## config.mk

```make
export PLATFORM = sky130hd
export DESIGN_NAME = systolic_result_drain_flat
export DESIGN_NICKNAME = d
export VERILOG_FILES = /design/src/rtl/systolic_result_drain_if.sv /design/src/rtl/systolic_result_drain.sv /design/src/flat_wrapper.sv
export SDC_FILE = /design/constraint.sdc
export NUM_CORES = 1
export LEC_CHECK = 0
export ABC_AREA = 1
export BUFFER_PORTS_ARGS = -buffer_cell sky130_fd_sc_hd__buf_2
export CAP_MARGIN = 20
export CORE_MARGIN = 2
export CORE_UTILIZATION = 54
export CTS_CLUSTER_DIAMETER = 80
export DETAILED_ROUTE_END_ITERATION = 7
export GPL_TIMING_DRIVEN = 0
export PLACE_DENSITY = 0.84
export SYNTH_ARGS = -nofsm -noshare
export SYNTH_HDL_FRONTEND = slang
export SYNTH_SLANG_ARGS = --single-unit
```

## constraint.sdc

```tcl
create_clock -name clk -period 2.15 [get_ports clk]
set_clock_uncertainty 0.1 [all_clocks]
set_input_delay 0.3225 -clock clk [delete_from_list [all_inputs] [get_ports clk]]
set_output_delay 0.3225 -clock clk [all_outputs]
set_load 0.1 [all_outputs]
```

## src/rtl/systolic_result_drain_if.sv

```systemverilog
// Result beat stream from systolic_result_drain to the downstream result bus/DMA.
// The master drives a beat and the slave accepts it with out_ready.
interface systolic_result_drain_if #(
  parameter int OUT_W = 32
);
  logic             out_valid;
  logic             out_ready;
  logic [OUT_W-1:0] out_data;
  logic [2:0]       out_idx;
  logic             out_last;

  modport master (
    output out_valid, out_data, out_idx, out_last,
    input  out_ready
  );

  modport slave (
    input  out_valid, out_data, out_idx, out_last,
    output out_ready
  );
endinterface

```

## src/rtl/systolic_result_drain.sv

```systemverilog
// Captures NUM_ROWS row results on done_in and streams them out as OUT_W beats.
// Define SYSTOLIC_DRAIN_REQUANT_EN to requantise each row by layer_scale into one beat per row.
module systolic_result_drain #(
  parameter int NUM_ROWS   = 4,
  parameter int RES_W      = 64,
  parameter int OUT_W      = 32,
  parameter int SCALE_FRAC = 16
) (
  input  logic                      clk,
  input  logic                      rst_n,
  input  logic                      done_in,
  input  logic [NUM_ROWS*RES_W-1:0] res_flat,
  input  logic [31:0]               layer_scale,
  input  logic                      clr_overrun,
  systolic_result_drain_if.master   out_if,
  output logic                      busy,
  output logic                      overrun
);

  localparam int ROW_W = (NUM_ROWS > 1) ? $clog2(NUM_ROWS) : 1;

  typedef enum logic [1:0] {
    IDLE   = 2'd0,
    SCALE  = 2'd1,
    STREAM = 2'd2
  } state_t;

`ifdef SYSTOLIC_DRAIN_REQUANT_EN
  localparam int     BEATS      = NUM_ROWS;
  localparam state_t TILE_ENTRY = SCALE;
`else
  localparam int     BEATS      = 2 * NUM_ROWS;
  localparam state_t TILE_ENTRY = STREAM;
`endif
  localparam logic [2:0] LAST_IDX = 3'(BEATS - 1);

  state_t           state_q, state_d;
  logic [RES_W-1:0] cap_q [NUM_ROWS];
  logic [2:0]       idx_q;
  logic             overrun_q;
  logic             xfer;
  logic             last_beat;
  logic             accept;
  logic [OUT_W-1:0] beat_data;

  assign xfer      = (state_q == STREAM) && out_if.out_ready;
  assign last_beat = (idx_q == LAST_IDX);
  // A new tile is taken when idle or exactly as the last beat of the current one leaves.
  assign accept    = done_in && ((state_q == IDLE) || (xfer && last_beat));

`ifdef SYSTOLIC_DRAIN_REQUANT_EN
  localparam int PROD_W = RES_W + 32;
  localparam logic signed [PROD_W-1:0] SAT_MAX = PROD_W'(64'sd2147483647);
  localparam logic signed [PROD_W-1:0] SAT_MIN = PROD_W'(-64'sd2147483648);
  localparam logic signed [PROD_W-1:0] ROUND   = PROD_W'(1) << (SCALE_FRAC - 1);

  logic [ROW_W-1:0]         row_q;
  logic [31:0]              scale_q;
  logic signed [PROD_W-1:0] prod;
  logic signed [PROD_W-1:0] rounded;
  logic signed [PROD_W-1:0] shifted;
  logic [OUT_W-1:0]         sat;

  // Sign-extended operands make the low PROD_W bits of the product the signed result.
  always_comb begin
    prod    = {{(PROD_W-RES_W){cap_q[row_q][RES_W-1]}}, cap_q[row_q]}
            * {{(PROD_W-32){scale_q[31]}}, scale_q};
    rounded = prod + ROUND;
    shifted = rounded >>> SCALE_FRAC;
    if (shifted > SAT_MAX) begin
      sat = OUT_W'(32'h7FFF_FFFF);
    end else if (shifted < SAT_MIN) begin
      sat = OUT_W'(32'h8000_0000);
    end else begin
      sat = shifted[OUT_W-1:0];
    end
  end

  always_ff @(posedge clk or negedge rst_n) begin
    if (!rst_n) begin
      row_q   <= '0;
      scale_q <= '0;
    end else if (accept) begin
      row_q   <= '0;
      scale_q <= layer_scale;
    end else if (state_q == SCALE) begin
      row_q   <= ROW_W'(row_q + 1'b1);
    end
  end
`else
  logic unused_scale;
  localparam int unused_frac = SCALE_FRAC;
  assign unused_scale = ^layer_scale;
`endif

  // NOTE: every variable gets a default before the case so no path can infer a latch.
  always_comb begin
    state_d = state_q;
    unique case (state_q)
      IDLE: begin
        if (done_in) state_d = TILE_ENTRY;
      end
`ifdef SYSTOLIC_DRAIN_REQUANT_EN
      SCALE: begin
        if (row_q == ROW_W'(NUM_ROWS - 1)) state_d = STREAM;
      end
`endif
      STREAM: begin
        if (xfer && last_beat) state_d = done_in ? TILE_ENTRY : IDLE;
      end
      default: state_d = IDLE;
    endcase
  end

  // NOTE: sequential state uses non-blocking assignments so every register samples pre-edge values.
  always_ff @(posedge clk or negedge rst_n) begin
    if (!rst_n) begin
      state_q   <= IDLE;
      idx_q     <= '0;
      overrun_q <= 1'b0;
    end else begin
      state_q <= state_d;
      if (accept) begin
        idx_q <= '0;
      end else if (xfer) begin
        idx_q <= last_beat ? 3'd0 : 3'(idx_q + 3'd1);
      end
      if (done_in && !accept) begin
        overrun_q <= 1'b1;
      end else if (clr_overrun) begin
        overrun_q <= 1'b0;
      end
    end
  end

  // NOTE: the capture buffer is reset explicitly so out_data reads 0 before the first tile.
  always_ff @(posedge clk or negedge rst_n) begin
    if (!rst_n) begin
      for (int i = 0; i < NUM_ROWS; i++) cap_q[i] <= '0;
    end else if (accept) begin
      for (int i = 0; i < NUM_ROWS; i++) cap_q[i] <= res_flat[i*RES_W +: RES_W];
`ifdef SYSTOLIC_DRAIN_REQUANT_EN
    end else if (state_q == SCALE) begin
      cap_q[row_q][OUT_W-1:0] <= sat;
`endif
    end
  end

  always_comb begin
    beat_data = '0;
    if (state_q == STREAM) begin
`ifdef SYSTOLIC_DRAIN_REQUANT_EN
      beat_data = cap_q[idx_q[ROW_W-1:0]][OUT_W-1:0];
`else
      beat_data = idx_q[0] ? cap_q[idx_q[ROW_W:1]][RES_W-1:OUT_W]
                           : cap_q[idx_q[ROW_W:1]][OUT_W-1:0];
`endif
    end
  end

  assign out_if.out_valid = (state_q == STREAM);
  assign out_if.out_data  = beat_data;
  assign out_if.out_idx   = idx_q;
  assign out_if.out_last  = (state_q == STREAM) && last_beat;
  assign busy             = (state_q != IDLE);
  assign overrun          = overrun_q;

endmodule

```

## src/flat_wrapper.sv

```systemverilog
// flat-port wrapper written by rule: the top's interface ports become plain ports
module systolic_result_drain_flat 
#(
  parameter int NUM_ROWS   = 4,
  parameter int RES_W      = 64,
  parameter int OUT_W      = 32,
  parameter int SCALE_FRAC = 16
)
  (clk, rst_n, done_in, res_flat, layer_scale, clr_overrun, busy, overrun, out_if_out_valid, out_if_out_data, out_if_out_idx, out_if_out_last, out_if_out_ready);
  systolic_result_drain_if #(.OUT_W(OUT_W)) out_if_i ();
  input  logic clk;
  input  logic rst_n;
  input  logic done_in;
  input  logic [NUM_ROWS*RES_W-1:0] res_flat;
  input  logic [31:0] layer_scale;
  input  logic clr_overrun;
  output logic busy;
  output logic overrun;
  output wire logic [$bits(out_if_i.out_valid)-1:0] out_if_out_valid;
  output wire logic [$bits(out_if_i.out_data)-1:0] out_if_out_data;
  output wire logic [$bits(out_if_i.out_idx)-1:0] out_if_out_idx;
  output wire logic [$bits(out_if_i.out_last)-1:0] out_if_out_last;
  input wire logic [$bits(out_if_i.out_ready)-1:0] out_if_out_ready;
  assign out_if_out_valid = out_if_i.out_valid;
  assign out_if_out_data = out_if_i.out_data;
  assign out_if_out_idx = out_if_i.out_idx;
  assign out_if_out_last = out_if_i.out_last;
  assign out_if_i.out_ready = out_if_out_ready;
  systolic_result_drain #(.NUM_ROWS(NUM_ROWS), .RES_W(RES_W), .OUT_W(OUT_W), .SCALE_FRAC(SCALE_FRAC)) u_core (.clk(clk), .rst_n(rst_n), .done_in(done_in), .res_flat(res_flat), .layer_scale(layer_scale), .clr_overrun(clr_overrun), .out_if(out_if_i), .busy(busy), .overrun(overrun));
endmodule
```

==> flow_metrics.env <==
export IMPL_grt_overflow=0
export IMPL_syn_avg_cell_area_um2=8.09
export IMPL_syn_cell_area_mm2=0.0138
export IMPL_max_clock_freq_mhz=360
export IMPL_core_area_mm2=0.0252
export IMPL_setup_tns_ns=-22.49
export IMPL_cts_buffers=29
export IMPL_grt_pass1_wl_um=92300
export IMPL_die_w_um=164
export IMPL_p_sw_uw=19100
export IMPL_fin_crit_ns=2.78
export IMPL_gp_congestion=0.969
export IMPL_cp_top_family="simple AND/OR/NAND/NOR gates"
export IMPL_worst_pin_slew_ns=0.590
export IMPL_path_clk_slew_ns=0.07
export IMPL_cap_violations=0
export IMPL_leakage_uw=0.0114
export IMPL_grt_pass1_vias=16501
export IMPL_p_total_uw=37700
export IMPL_report_final_hold_viol_count=0
export IMPL_fin_area_mm2=0.0224
export IMPL_ys_warnings_count=0
export IMPL_crit_buf_inv=3
export IMPL_swShare_pct=50.6
export IMPL_setup_slack_ns=-0.627
export IMPL_ios=332
export IMPL_rows=58
export IMPL_maxSlewHeadroom_pct=60.9
export IMPL_setup_viol_count_final=190
export IMPL_seq_power_share_pct=22.3
export IMPL_max_stage_delay_ns=0.54
export IMPL_crit_top_cell="buf_12"
export IMPL_place_ws_ns=-0.416
export IMPL_synth_most_common_cell="nand2_1"
export IMPL_crit_chain="buf_12, buf_6, nand2_1, nand3_1, nand3_2, nand2_2, nor2_4, buf_12"
export IMPL_start_kind="register"
export IMPL_synthFlopType="dfrtp_1"
export IMPL_syn_to_final_growth_pct=62.2
export IMPL_fin_nets=2640
export IMPL_viasPerCell=6.19
export IMPL_cp_end_kind="primary output"
export IMPL_synth_cell_types=20
export IMPL_syn_inst=1708
export IMPL_pwr_share_comb_pct=63.1
export IMPL_synth_top_cell_by_area="dfrtp_1"
export IMPL_violations="setup timing"
export IMPL_status="finished with violations"
export IMPL_cts_root_buf="clkbuf_16"
export IMPL_rsz0062_at_grt="true"
export IMPL_hold_class="in -> reg"
export IMPL_synth_nets=2003
export IMPL_ys_async_sr_fraction_pct=100
export IMPL_clockPowerShare_pct=14.6
export IMPL_grt_max_degree=113
export IMPL_placed_area_mm2=0.0161
export IMPL_drt_iter0_drc=2196
export IMPL_synth_commonest_cells="330 x nand2_1, 291 x nor2_1, 261 x dfrtp_1, 261 x inv_1, 200 x a21oi_2"
export IMPL_synthDominantCellAreaShare_pct=47.3
export IMPL_hpwl_um=33200
export IMPL_cts_sinks=261
export IMPL_htree_levels=1
export IMPL_p_int_uw=18600
export IMPL_drt_total_wl_um=70500
export IMPL_vias=16742
export IMPL_synth_seq_cells=261
export IMPL_wire_per_inst_um=26.1
export IMPL_slowest_stage="dfrtp_4"
export IMPL_fin_util_pct=89.0
export IMPL_grt_util_all_layers_pct=46.3
export IMPL_clkLatencyLatePin_ns=0.56
export IMPL_crit_type="reg -> out"
export IMPL_final_period_utilization_pct=129
export IMPL_drc=0
export IMPL_synth_area_leaders="dfrtp_1 47%, a21oi_2 13%, nand2_1 9.0%"
export IMPL_dieArea_mm2=0.0269
export IMPL_initial_utilization_pct=54.9
export IMPL_die_h_um=164
export IMPL_cts_tree="built"
export IMPL_synth_edf_count=0
export IMPL_crit_required_ns=1.73
export IMPL_p_per_area_mw_per_mm2=1680
export IMPL_crit_arrival_ns=2.35
export IMPL_critPathMaxFanout=10
export IMPL_yosysSeqAreaShare_pct=47.3
export IMPL_slew_viol_final=0
export IMPL_drtPass1Iterations=6
export IMPL_antenna_found_initial=9
export IMPL_port_buffers=299
export IMPL_drive_gt1_share_pct=39.9
export IMPL_cts_buffer_depth=3
export IMPL_peakVddDrop_mv=1.61
export IMPL_ant_nets=0
[power groups by stage]
stage          Sequential (uW)  Combinational [uW]  Clock (uW)
2_1_floorplan             8090               12700           0
3_3_place_gp              7990               16200           0
3_5_place_dp              8100               16600           0
4_1_cts                   8030               20800        5370
5_1_grt                   8460               24500        5640
6_report                  8410               23800        5500
[metrics by stage]
step                      hold WS, ns  cells
after floorplan               -0.0731   1708
after global placement          0.389   2337
after detailed placement        0.154   2339
after CTS                     0.00191   2659
after global routing            0.142   2703
final                           0.122   2703
[tightest hold or removal path: stages]
cell and delay [ns]:
buf_2 0.14, nand3_1 0.10, nand2_1 0.07, nand2_1 0.07
inv_1 0.04
[final cells by class]
class	instances	area [um2]
flip-flops and latches	261	6550
repair buffers	606	5510
fillers	973	2780
clock buffers	38	840
multi-input cells	1077	6470
inverters	263	1000
diodes	5	12.5
well taps	330	413
plain buffers	107	1410
clock inverters	16	198
[state kept, by name, indices dropped and copies added, names as in the netlist]
| register | flops |
|---|---|
| u_core.cap_q | 256 |
| u_core.out_if.out_idx | 3 |
| u_core.overrun | 1 |
| u_core.state_q | 1 |
[path summary, 6_finish.rpt]
kind | from | end | slack [ns] | depth (start not counted)
max in group asynchronous | rst_n | u_core.cap_q[137]$_DFFE_PN0P_ | 0.88 | 3
min in group asynchronous | rst_n | u_core.cap_q[42]$_DFFE_PN0P_ | 0.16 | 2
worst max register to register | u_core.out_if.out_idx[1]$_DFFE_PN0P_ | u_core.cap_q[51]$_DFFE_PN0P_ | -0.14 | 10
worst min register to register | u_core.cap_q[23]$_DFFE_PN0P_ | u_core.cap_q[23]$_DFFE_PN0P_ | 0.41 | 2
worst max-delay path | u_core.out_if.out_idx[1]$_DFFE_PN0P_ | out_if_out_data[30] | -0.63 | 8
worst min-delay path | out_if_out_ready | u_core.out_if.out_idx[2]$_DFFE_PN0P_ | 0.12 | 5
[per-layer routing]
layer	GRT usage, %	part of all wire, %	vias up	wire length (um)
met5	0	0.030	-	21
met4	36.9	12	4	8510
met3	14.4	13	697	9510
met2	75.6	44	1742	31100
met1	49.8	30	7768	21400
li1	-	-	6531	-
[layout by cell type, fill, tap and decap left out, drive strengths merged]
master,Yosys,routed
nand3,161,161
clkbuf,11,73
nor2,321,321
dlygate4sd3,0,259
clkinv,0,7
inv,263,263
clkinvlp,0,5
nand2,332,334
bufinv,0,4
o21ai,2,2
o22ai,1,1
diode,0,5
a21oi,256,256
buf,98,419
dfrtp,261,261
ha,2,2
[cells by family (layout without fill, tap and decap cells)]
logic type / count (synthesis) / count (layout) / synth area share (%)
simple gates: 814 / 816 / 24.3
other cells: 0 / 5 / 0
fa+ha+maj: 2 / 2 / 0.181
buf+inv: 372 / 1030 / 13.4
compound gates: 259 / 259 / 14.8
flops: 261 / 261 / 47.3
[repair_timing]
item | in CTS | in global routing
pin swaps | 50 | 21
cloned | 0 | 28
hold buffers | 259 | 0
setup endpoints to repair | 33 | 292
endpoints found under the hold margin | 306 | 0
gates resized for setup | 332 | 161
setup buffers | 7 | 13
Power figures use the tool's default switching activity.
